`config.mk`:
```
export PLATFORM = sky130hd
export DESIGN_NAME = lane_deskew
export DESIGN_NICKNAME = d
export VERILOG_FILES = /design/src/rtl/lane_deskew.sv
export SDC_FILE = /design/constraint.sdc
export NUM_CORES = 1
export LEC_CHECK = 0
export BUFFER_PORTS_ARGS = -buffer_cell sky130_fd_sc_hd__buf_2
export CAP_MARGIN = 30
export CORE_MARGIN = 3
export CORE_UTILIZATION = 35
export DETAILED_ROUTE_END_ITERATION = 8
export SKIP_LAST_GASP = 1
export SLEW_MARGIN = 20
export SYNTH_ARGS = -nofsm -noshare
export SYNTH_HDL_FRONTEND = slang
export SYNTH_SLANG_ARGS = --single-unit
```
`constraint.sdc`:
```
create_clock -name clk -period 5.7 [get_ports clk]
set_input_delay 1.14 -clock clk [delete_from_list [all_inputs] [get_ports clk]]
set_output_delay 1.14 -clock clk [all_outputs]
set_load 0.01 [all_outputs]
```
`src/rtl/lane_deskew.sv`:
```
// Receive-side lane deskew: per-lane circular buffers whose read pointers lock on the
// COM marker, so every lane is emitted as one aligned word with a fixed latency.
module lane_deskew #(
  parameter int unsigned           NUM_LANES  = 4,
  parameter int unsigned           BITDATA    = 8,
  parameter int unsigned           MAX_SKEW   = 4,
  parameter logic [BITDATA-1:0]    COM_SYMBOL = 8'hBC
) (
  input  logic                                 clk,
  input  logic                                 rst,
  input  logic                                 deskew_en,
  input  logic                                 din_valid,
  input  logic [NUM_LANES*BITDATA-1:0]         din,
  input  logic [NUM_LANES-1:0]                 din_k,
  output logic [NUM_LANES*BITDATA-1:0]         dout,
  output logic [NUM_LANES-1:0]                 dout_k,
  output logic                                 dout_valid,
  output logic                                 aligned,
  output logic                                 skew_error,
  output logic [$clog2(MAX_SKEW+1)-1:0]        skew_measured
);

  localparam int unsigned DEPTH = MAX_SKEW + 2;
  localparam int unsigned PTR_W = $clog2(DEPTH);
  localparam int unsigned SKW_W = $clog2(MAX_SKEW + 1);
  localparam int unsigned SYM_W = BITDATA + 1;

  typedef enum logic [1:0] {
    ST_IDLE    = 2'd0,
    ST_SEARCH  = 2'd1,
    ST_ALIGNED = 2'd2
  } state_e;

  state_e                 state_q;
  logic [PTR_W-1:0]       wr_ptr_q;
  logic [PTR_W-1:0]       rd_ptr_q   [NUM_LANES];
  logic [PTR_W-1:0]       mark_ptr_q [NUM_LANES];
  logic [NUM_LANES-1:0]   seen_q;
  logic                   win_open_q;
  logic [SKW_W-1:0]       win_cnt_q;
  logic [SYM_W-1:0]       buf_q      [NUM_LANES][DEPTH];

  logic [NUM_LANES-1:0]   mark_c;
  logic [NUM_LANES-1:0]   new_mark_c;
  logic [NUM_LANES-1:0]   seen_d;
  logic [NUM_LANES-1:0]   rd_mark_c;
  logic [SYM_W-1:0]       rd_sym_c   [NUM_LANES];
  logic                   win_act_c;
  logic [SKW_W-1:0]       cur_cnt_c;
  logic                   partial_c;
  logic                   beat_c;

  function automatic logic [PTR_W-1:0] ptr_inc(input logic [PTR_W-1:0] p);
    return (p == PTR_W'(DEPTH - 1)) ? '0 : p + PTR_W'(1);
  endfunction

  // Marker detection on the incoming beat and on the word being read out.
  always_comb begin
    mark_c    = '0;
    rd_mark_c = '0;
    for (int i = 0; i < NUM_LANES; i++) begin
      mark_c[i]    = din_k[i] && (din[i*BITDATA +: BITDATA] == COM_SYMBOL);
      rd_sym_c[i]  = buf_q[i][rd_ptr_q[i]];
      rd_mark_c[i] = rd_sym_c[i][BITDATA] && (rd_sym_c[i][BITDATA-1:0] == COM_SYMBOL);
    end
    win_act_c  = win_open_q || (|mark_c);
    cur_cnt_c  = win_open_q ? win_cnt_q + SKW_W'(1) : '0;
    new_mark_c = mark_c & ~seen_q;
    seen_d     = seen_q | new_mark_c;
    partial_c  = (|rd_mark_c) && !(&rd_mark_c);
    beat_c     = din_valid && deskew_en && (state_q != ST_IDLE);
  end

  // Buffer contents need no reset; only pointers define what is valid.
  always_ff @(posedge clk) begin
    if (beat_c) begin
      for (int i = 0; i < NUM_LANES; i++) begin
        buf_q[i][wr_ptr_q] <= {din_k[i], din[i*BITDATA +: BITDATA]};
      end
    end
  end

  always_ff @(posedge clk or posedge rst) begin
    if (rst) begin
      state_q       <= ST_IDLE;
      wr_ptr_q      <= '0;
      seen_q        <= '0;
      win_open_q    <= 1'b0;
      win_cnt_q     <= '0;
      dout          <= '0;
      dout_k        <= '0;
      dout_valid    <= 1'b0;
      aligned       <= 1'b0;
      skew_error    <= 1'b0;
      skew_measured <= '0;
      for (int i = 0; i < NUM_LANES; i++) begin
        rd_ptr_q[i]   <= '0;
        mark_ptr_q[i] <= '0;
      end
    end else begin
      dout_valid <= 1'b0;
      skew_error <= 1'b0;
      if (!deskew_en) begin
        state_q <= ST_IDLE;
        aligned <= 1'b0;
      end else begin
        case (state_q)
          ST_IDLE: begin
            state_q    <= ST_SEARCH;
            seen_q     <= '0;
            win_open_q <= 1'b0;
            win_cnt_q  <= '0;
          end
          ST_SEARCH: begin
            if (din_valid) begin
              wr_ptr_q <= ptr_inc(wr_ptr_q);
              for (int i = 0; i < NUM_LANES; i++) begin
                if (new_mark_c[i]) mark_ptr_q[i] <= wr_ptr_q;
              end
              if (&seen_d) begin
                // Lanes marked on this very beat are the latest; they read from wr_ptr.
                state_q       <= ST_ALIGNED;
                aligned       <= 1'b1;
                skew_measured <= cur_cnt_c;
                seen_q        <= '0;
                win_open_q    <= 1'b0;
                win_cnt_q     <= '0;
                for (int i = 0; i < NUM_LANES; i++) begin
                  rd_ptr_q[i] <= new_mark_c[i] ? wr_ptr_q : mark_ptr_q[i];
                end
              end else if (win_act_c && (cur_cnt_c == SKW_W'(MAX_SKEW))) begin
                skew_error <= 1'b1;
                seen_q     <= '0;
                win_open_q <= 1'b0;
                win_cnt_q  <= '0;
              end else begin
                seen_q     <= seen_d;
                win_open_q <= win_act_c;
                win_cnt_q  <= cur_cnt_c;
              end
            end
          end
          ST_ALIGNED: begin
            if (din_valid) begin
              wr_ptr_q <= ptr_inc(wr_ptr_q);
              if (partial_c) begin
                state_q    <= ST_SEARCH;
                aligned    <= 1'b0;
                skew_error <= 1'b1;
                seen_q     <= '0;
                win_open_q <= 1'b0;
                win_cnt_q  <= '0;
              end else begin
                dout_valid <= 1'b1;
                for (int i = 0; i < NUM_LANES; i++) begin
                  dout[i*BITDATA +: BITDATA] <= rd_sym_c[i][BITDATA-1:0];
                  dout_k[i]                  <= rd_sym_c[i][BITDATA];
                  rd_ptr_q[i]                <= ptr_inc(rd_ptr_q[i]);
                end
              end
            end
          end
          default: state_q <= ST_IDLE;
        endcase
      end
    end
  end

endmodule

```
Word level (Yosys, flattened, before mapping)
Memories as Yosys holds them, arrays and structs flattened.
Cells that the tools add are included.
{ "word_totals": {"memories": 1, "reg_bits": 79, "mem_bits_rw": 216} }
{ "classes": {"n_lt_le_gt_ge": 6, "n_addsub": 6, "eq_ne": 26, "mux": 70, "bitwise": 9, "reduce_logical": 32} }
{ "mem_list": {"columns": ["memory", "words", "width", "rd", "rd_clocked_by_memory_dff", "wr", "line_no", "text"], "rows": [
  ["buf_q", 4, 54, 4, 0, 4, "41", "logic [SYM_W-1:0] buf_q [NUM_LANES][DEPTH];"]
]} }
{ "ops": {"columns": ["operator", "count"], "rows": [
  ["9-bit binary-select mux with 3-bit select", 4],
  ["9-bit two-way mux", 9],
  ["8-bit == test, second input constant", 8],
  ["54-bit two-way mux", 1],
  ["12-bit two-way mux", 4],
  ["3-bit two-way mux", 15],
  ["9-bit demux with 3-bit select", 1],
  ["12-bit one-hot mux with 2 select lines", 1],
  ["4-bit greater-or-equal comparator, second input constant", 5],
  ["4-bit two-way mux", 5],
  ["3-bit inverter with 4-bit output", 5],
  ["1-bit two-way mux", 19],
  ["3-bit by 1-bit adder with 3-bit output, second input constant", 6],
  ["3-bit == test, second input constant", 6],
  ["4-bit AND reduction", 4],
  ["1-bit logical AND", 13],
  ["3-bit inequality test, second input constant", 4],
  ["4-bit one-hot mux with 3 select lines", 1],
  ["2-bit two-way mux", 5],
  ["2-bit inequality test, second input constant", 5],
  ["5-bit AND reduction", 2],
  ["3-bit one-hot mux with 3 select lines", 1],
  ["4-bit OR reduction", 2],
  ["7-bit AND reduction", 1],
  ["other kinds (19)", 22]
]} }

Longest topological paths before layout
{ "depth": {"ltp_word": 13, "depth_mapped": 14, "depth_no_buf": 9} }

Worst setup path after synthesis
OpenSTA, ideal clock, no wires.
{ "synth_timing": {"path_kind": "input to register", "from": "in din_valid", "to": "mem buf_q[0][10] in the netlist's numbering, enable pin", "t_required_ps": 5180, "cell_stages": 3, "arrival_ps": 4900, "n_path_buf": 0, "slack_ps": 280, "cell_sequence": "nand2_1 > nor2_1 > nor4bb_1"} }
{ "synth_lines": {"columns": ["element", "line_no", "text"], "rows": [
  ["start: declaration", "12", "input logic din_valid,"],
  ["end: declaration", "41", null]
]} }

Worst setup path in the final report
{ "layout_timing": {"from": "in din[25]", "to": "reg rd_ptr_q[2] in the netlist's numbering"} }
{ "layout_via": {"elab_chain_cells": 7} }
{ "layout_lines": {"columns": ["element", "line_no", "text"], "rows": [
  ["start: declaration", "13", "input logic [NUM_LANES*BITDATA-1:0] din,"],
  ["8-bit == test *", "62", "mark_c[i] = din_k[i] && (din[i*BITDATA +: BITDATA] == COM_SYMBOL);"],
  ["1-bit logical AND *", "62", null],
  ["4-bit AND *", "68", "new_mark_c = mark_c & ~seen_q;"],
  ["4-bit bitwise OR / 3-bit two-way mux (equally long branches)", null, null],
  ["4-bit AND reduction / 12-bit two-way mux (equally long branches)", "120", "if (&seen_d) begin"],
  ["2-bit inequality test (no line) / 12-bit two-way mux (equally long branches)", null, null],
  ["6-bit AND reduction (no line) / 12-bit one-hot mux with 2 select lines (equally long branches)", null, null],
  ["end signal: indexed assignment", "129", "rd_ptr_q[i] <= new_mark_c[i] ? wr_ptr_q : mark_ptr_q[i];"],
  ["end signal: indexed assignment", "158", "rd_ptr_q[i] <= ptr_inc(rd_ptr_q[i]);"],
  ["end: declaration", "36", "logic [PTR_W-1:0] rd_ptr_q [NUM_LANES];"]
]} }
Every way passes the cells marked *; elsewhere a longest branch is shown, timed or not. The select of a mux whose other input is x is not followed.
A chain may end at the register's enable or synchronous reset.

==> metrics <==
Synth cell types 61; I/O Buffers 81; Vias/cell 5.16; core footprint 0.0348 mm2; Least-Margin Pin Slew 0.861 ns; Synth top area share 52.0%; Die ar. 0.0379 mm2; Pleak 0.00557 uW; Die Height 195 um; synth top area cells edfxtp_1, dfrtp_1, mux2i_1; CP arrival 4.50 ns; Cell Int Power 3600 uW; wire per inst 21.2 um; final wirelength 29.0 mm; Worst-Skew Late Latency 0.55 ns; RSZ-0062 raised after global routing no; CP startpoint kind primary input; Yosys warning count 0; f_max 249 MHz; Hold Vio Cnt, Final 0; post-synthesis sequential area ratio 67.9%; Worst-path clk slew 0.06 ns; EDFF count, synth 216; Final #Nets 939; Crit Path Class in -> reg; Worst Setup End Kind flop; Fillers 3181; synthesized area per cell 15.6 um2; R2R Path Start rd_ptr_q[1]$_DFFE_PP0P_; antenna cells 0; crit-path max FO 9; Max Clock Skew 0.0114 ns; fin. max-slew vios 0; reg2reg setup slack 1.79 ns; Remaining Overflow, GRT 0; peak supply drop 0.243 mV; FFs w/ async S/R, synth 26.8%; Vias 7078; Setup Viol. Count Final 0; PwrDens 322 mW/mm2; fin crit period 4.02 ns; hpwl dp 18.8 mm; final antenna-violating net count 0; fin util 41.4%; run status finished clean; GRT Total Usage 14.9%; Synth Register Bits 295; reg2reg end dout[19]$_DFFE_PP0P_; sequential power share 52.9%; Logic pwr share 5.5%; Hold Crit Class reg -> reg; number of global-route vias before repair 7233; Worst slew margin 42.6%; Clock power frac 41.6%; first-pass iteration count of the detailed router 5; largest net degree at the start of global routing 38; starting DRC count in detailed routing 534; Non-Filler Instances 1373; Die Span X 195 um; first-pass GRT wire length 44.4 mm; crit path from din[25]; Starting Density 35.8%; switching share of total power 22.3%; CTS resizes 0; Setup TNS 0 ns; CP endpoint rd_ptr_q[2]$_DFFE_PP0P_; maxcap violations 0; Hold WS 0.482 ns; CTS root buffer clkbuf_16; Synth-to-Final Area Change 15.6%; post-CTS setup buffers 0; htree depth 1; RD Place Congestion 0.777; Post-CTS Hold Fix Bufs 0; Synth area leader edfxtp_1; critical path data required time 6.18 ns; CTS tree done; Cells after Synth 798; Sink Count 295; Reg2Reg Depth 10; I/O pins 82; syn_nets 843; Synth Cell Area 0.0125 mm2; placed cells 1315; top_reg_cell synth edfxtp_1; initial antenna violation count 0; layout cells sized above 1 25.9%; crit share post-route 70.4%; Num CTS Buffers 31; Remaining DRCs 0; Switch Pwr 1030 uW; Row Count 68; CTS max path bufs 3
[cells in the final DEF, fill, tap and decap left out, types with 9 or more instances in the layout]
| cell type | synthesis | final |
|---|---|---|
| a22o_1 | 11 | 11 |
| a21oi_1 | 17 | 17 |
| clkbuf_1 | 14 | 10 |
| buf_4 | 7 | 15 |
| clkbuf_16 | 0 | 31 |
| inv_1 | 28 | 27 |
| nor2_1 | 28 | 27 |
| mux2_4 | 23 | 23 |
| nor3_1 | 9 | 9 |
| nand4_1 | 9 | 9 |
| o22ai_1 | 22 | 22 |
| edfxtp_1 | 216 | 216 |
| nand2b_1 | 9 | 9 |
| dfrtp_1 | 79 | 79 |
| mux2i_1 | 82 | 82 |
| nand2_1 | 41 | 41 |
| buf_2 | 9 | 81 |
| mux2_2 | 44 | 44 |
| mux4_2 | 12 | 12 |
| o22a_1 | 17 | 17 |
| o21ai_0 | 22 | 22 |
[registers in the layout (all words and copies together) (netlist names)]
signal	flops
buf_q	216
dout	32
mark_ptr_q	12
rd_ptr_q	12
dout_k	4
seen_q	4
skew_measured	3
win_cnt_q	3
wr_ptr_q	3
state_q	2
aligned	1
dout_valid	1
skew_error	1
win_open_q	1
[metal layers]
layer	GRT usage [%]	vias up	part of all wire [%]
li1	-	3276	-
met1	21.5	3605	47
met2	24.2	151	46
met3	2.15	46	4.3
met4	3.27	0	1.9
met5	0	-	0
[stage by stage]
step / area (um2) / setup slack [ns] / total power (uW)
3_3_place_gp: 13400 / 1.23 / 2740
2_1_floorplan: 12500 / 0.280 / 2620
5_1_grt: 14400 / 1.47 / 4800
4_1_cts: 14400 / 1.73 / 4690
3_5_place_dp: 13400 / 1.16 / 2750
6_report: 14400 / 1.68 / 4640
[synth_stat cells, drive strengths merged, types with 3 or more instances]
master / count
a211o: 6
a211oi: 4
a21o: 3
a21oi: 18
a22o: 11
a2bb2oi: 3
a31oi: 3
and4b: 4
buf: 24
clkbuf: 14
dfrtp: 79
edfxtp: 216
ha: 5
inv: 28
mux2: 67
mux2i: 82
mux4: 12
nand2: 41
nand2b: 9
nand3: 9
nand4: 9
nand4b: 3
nor2: 29
nor2b: 4
nor3: 9
nor3b: 6
o21ai: 24
o21bai: 3
o22a: 17
o22ai: 24
or2: 5
[power by group through the flow]
| stage | logic (uW) | clock network, uW | registers (uW) |
|---|---|---|---|
| CTS | 256 | 1980 | 2450 |
| floorplan | 171 | 0 | 2450 |
| finish | 253 | 1930 | 2450 |
| global route | 279 | 2060 | 2460 |
| detailed placement | 256 | 0 | 2500 |
| global placement | 249 | 0 | 2490 |
[logic make-up after synthesis]
group	count (synthesis)	share of synthesized area (%)
fa+ha+maj	5	0.502
xor+xnor	2	0.140
mux	161	15.5
flops	295	67.9
buf+inv	68	2.83
simple gates	138	5.84
compound gates	129	7.35
[worst min path at each step]
stage	start	endpoint	slack, ns	depth (start not counted)
after detailed placement	skew_measured[2]$_DFFE_PP0P_	skew_measured[2]$_DFFE_PP0P_	0.48	2
after global routing	mark_ptr_q[2]$_DFFE_PP0P_	mark_ptr_q[2]$_DFFE_PP0P_	0.52	1
final	skew_measured[2]$_DFFE_PP0P_	skew_measured[2]$_DFFE_PP0P_	0.48	2
after global placement	skew_measured[2]$_DFFE_PP0P_	skew_measured[2]$_DFFE_PP0P_	0.46	2
after floorplan	mark_ptr_q[10]$_DFFE_PP0P_	mark_ptr_q[10]$_DFFE_PP0P_	0.48	1
after CTS	skew_measured[2]$_DFFE_PP0P_	skew_measured[2]$_DFFE_PP0P_	0.49	2
[worst max-delay path, cell delays in order]
cell and delay (ns):
buf_2 0.14, nor3b_1 0.25, nand4_1 0.38, a22o_1 0.37, a221oi_2 0.43, mux2i_1 0.20, nor2_2 0.41, clkinv_1 0.42
a21oi_2 0.49, o32a_1 0.24
[final cells by class]
class                      instances  area, um2  share of cell area [%]
timing repair buffer             101        612                    4.24
multi-input combinational        435       3690                    25.6
clock inverter                    13        115                   0.798
sequential                       295       8460                    58.7
clock buffer                      44        855                    5.93
inverter                          30        114                   0.790
tap                              455        569                    3.95
Power figures use the tool's default switching activity.
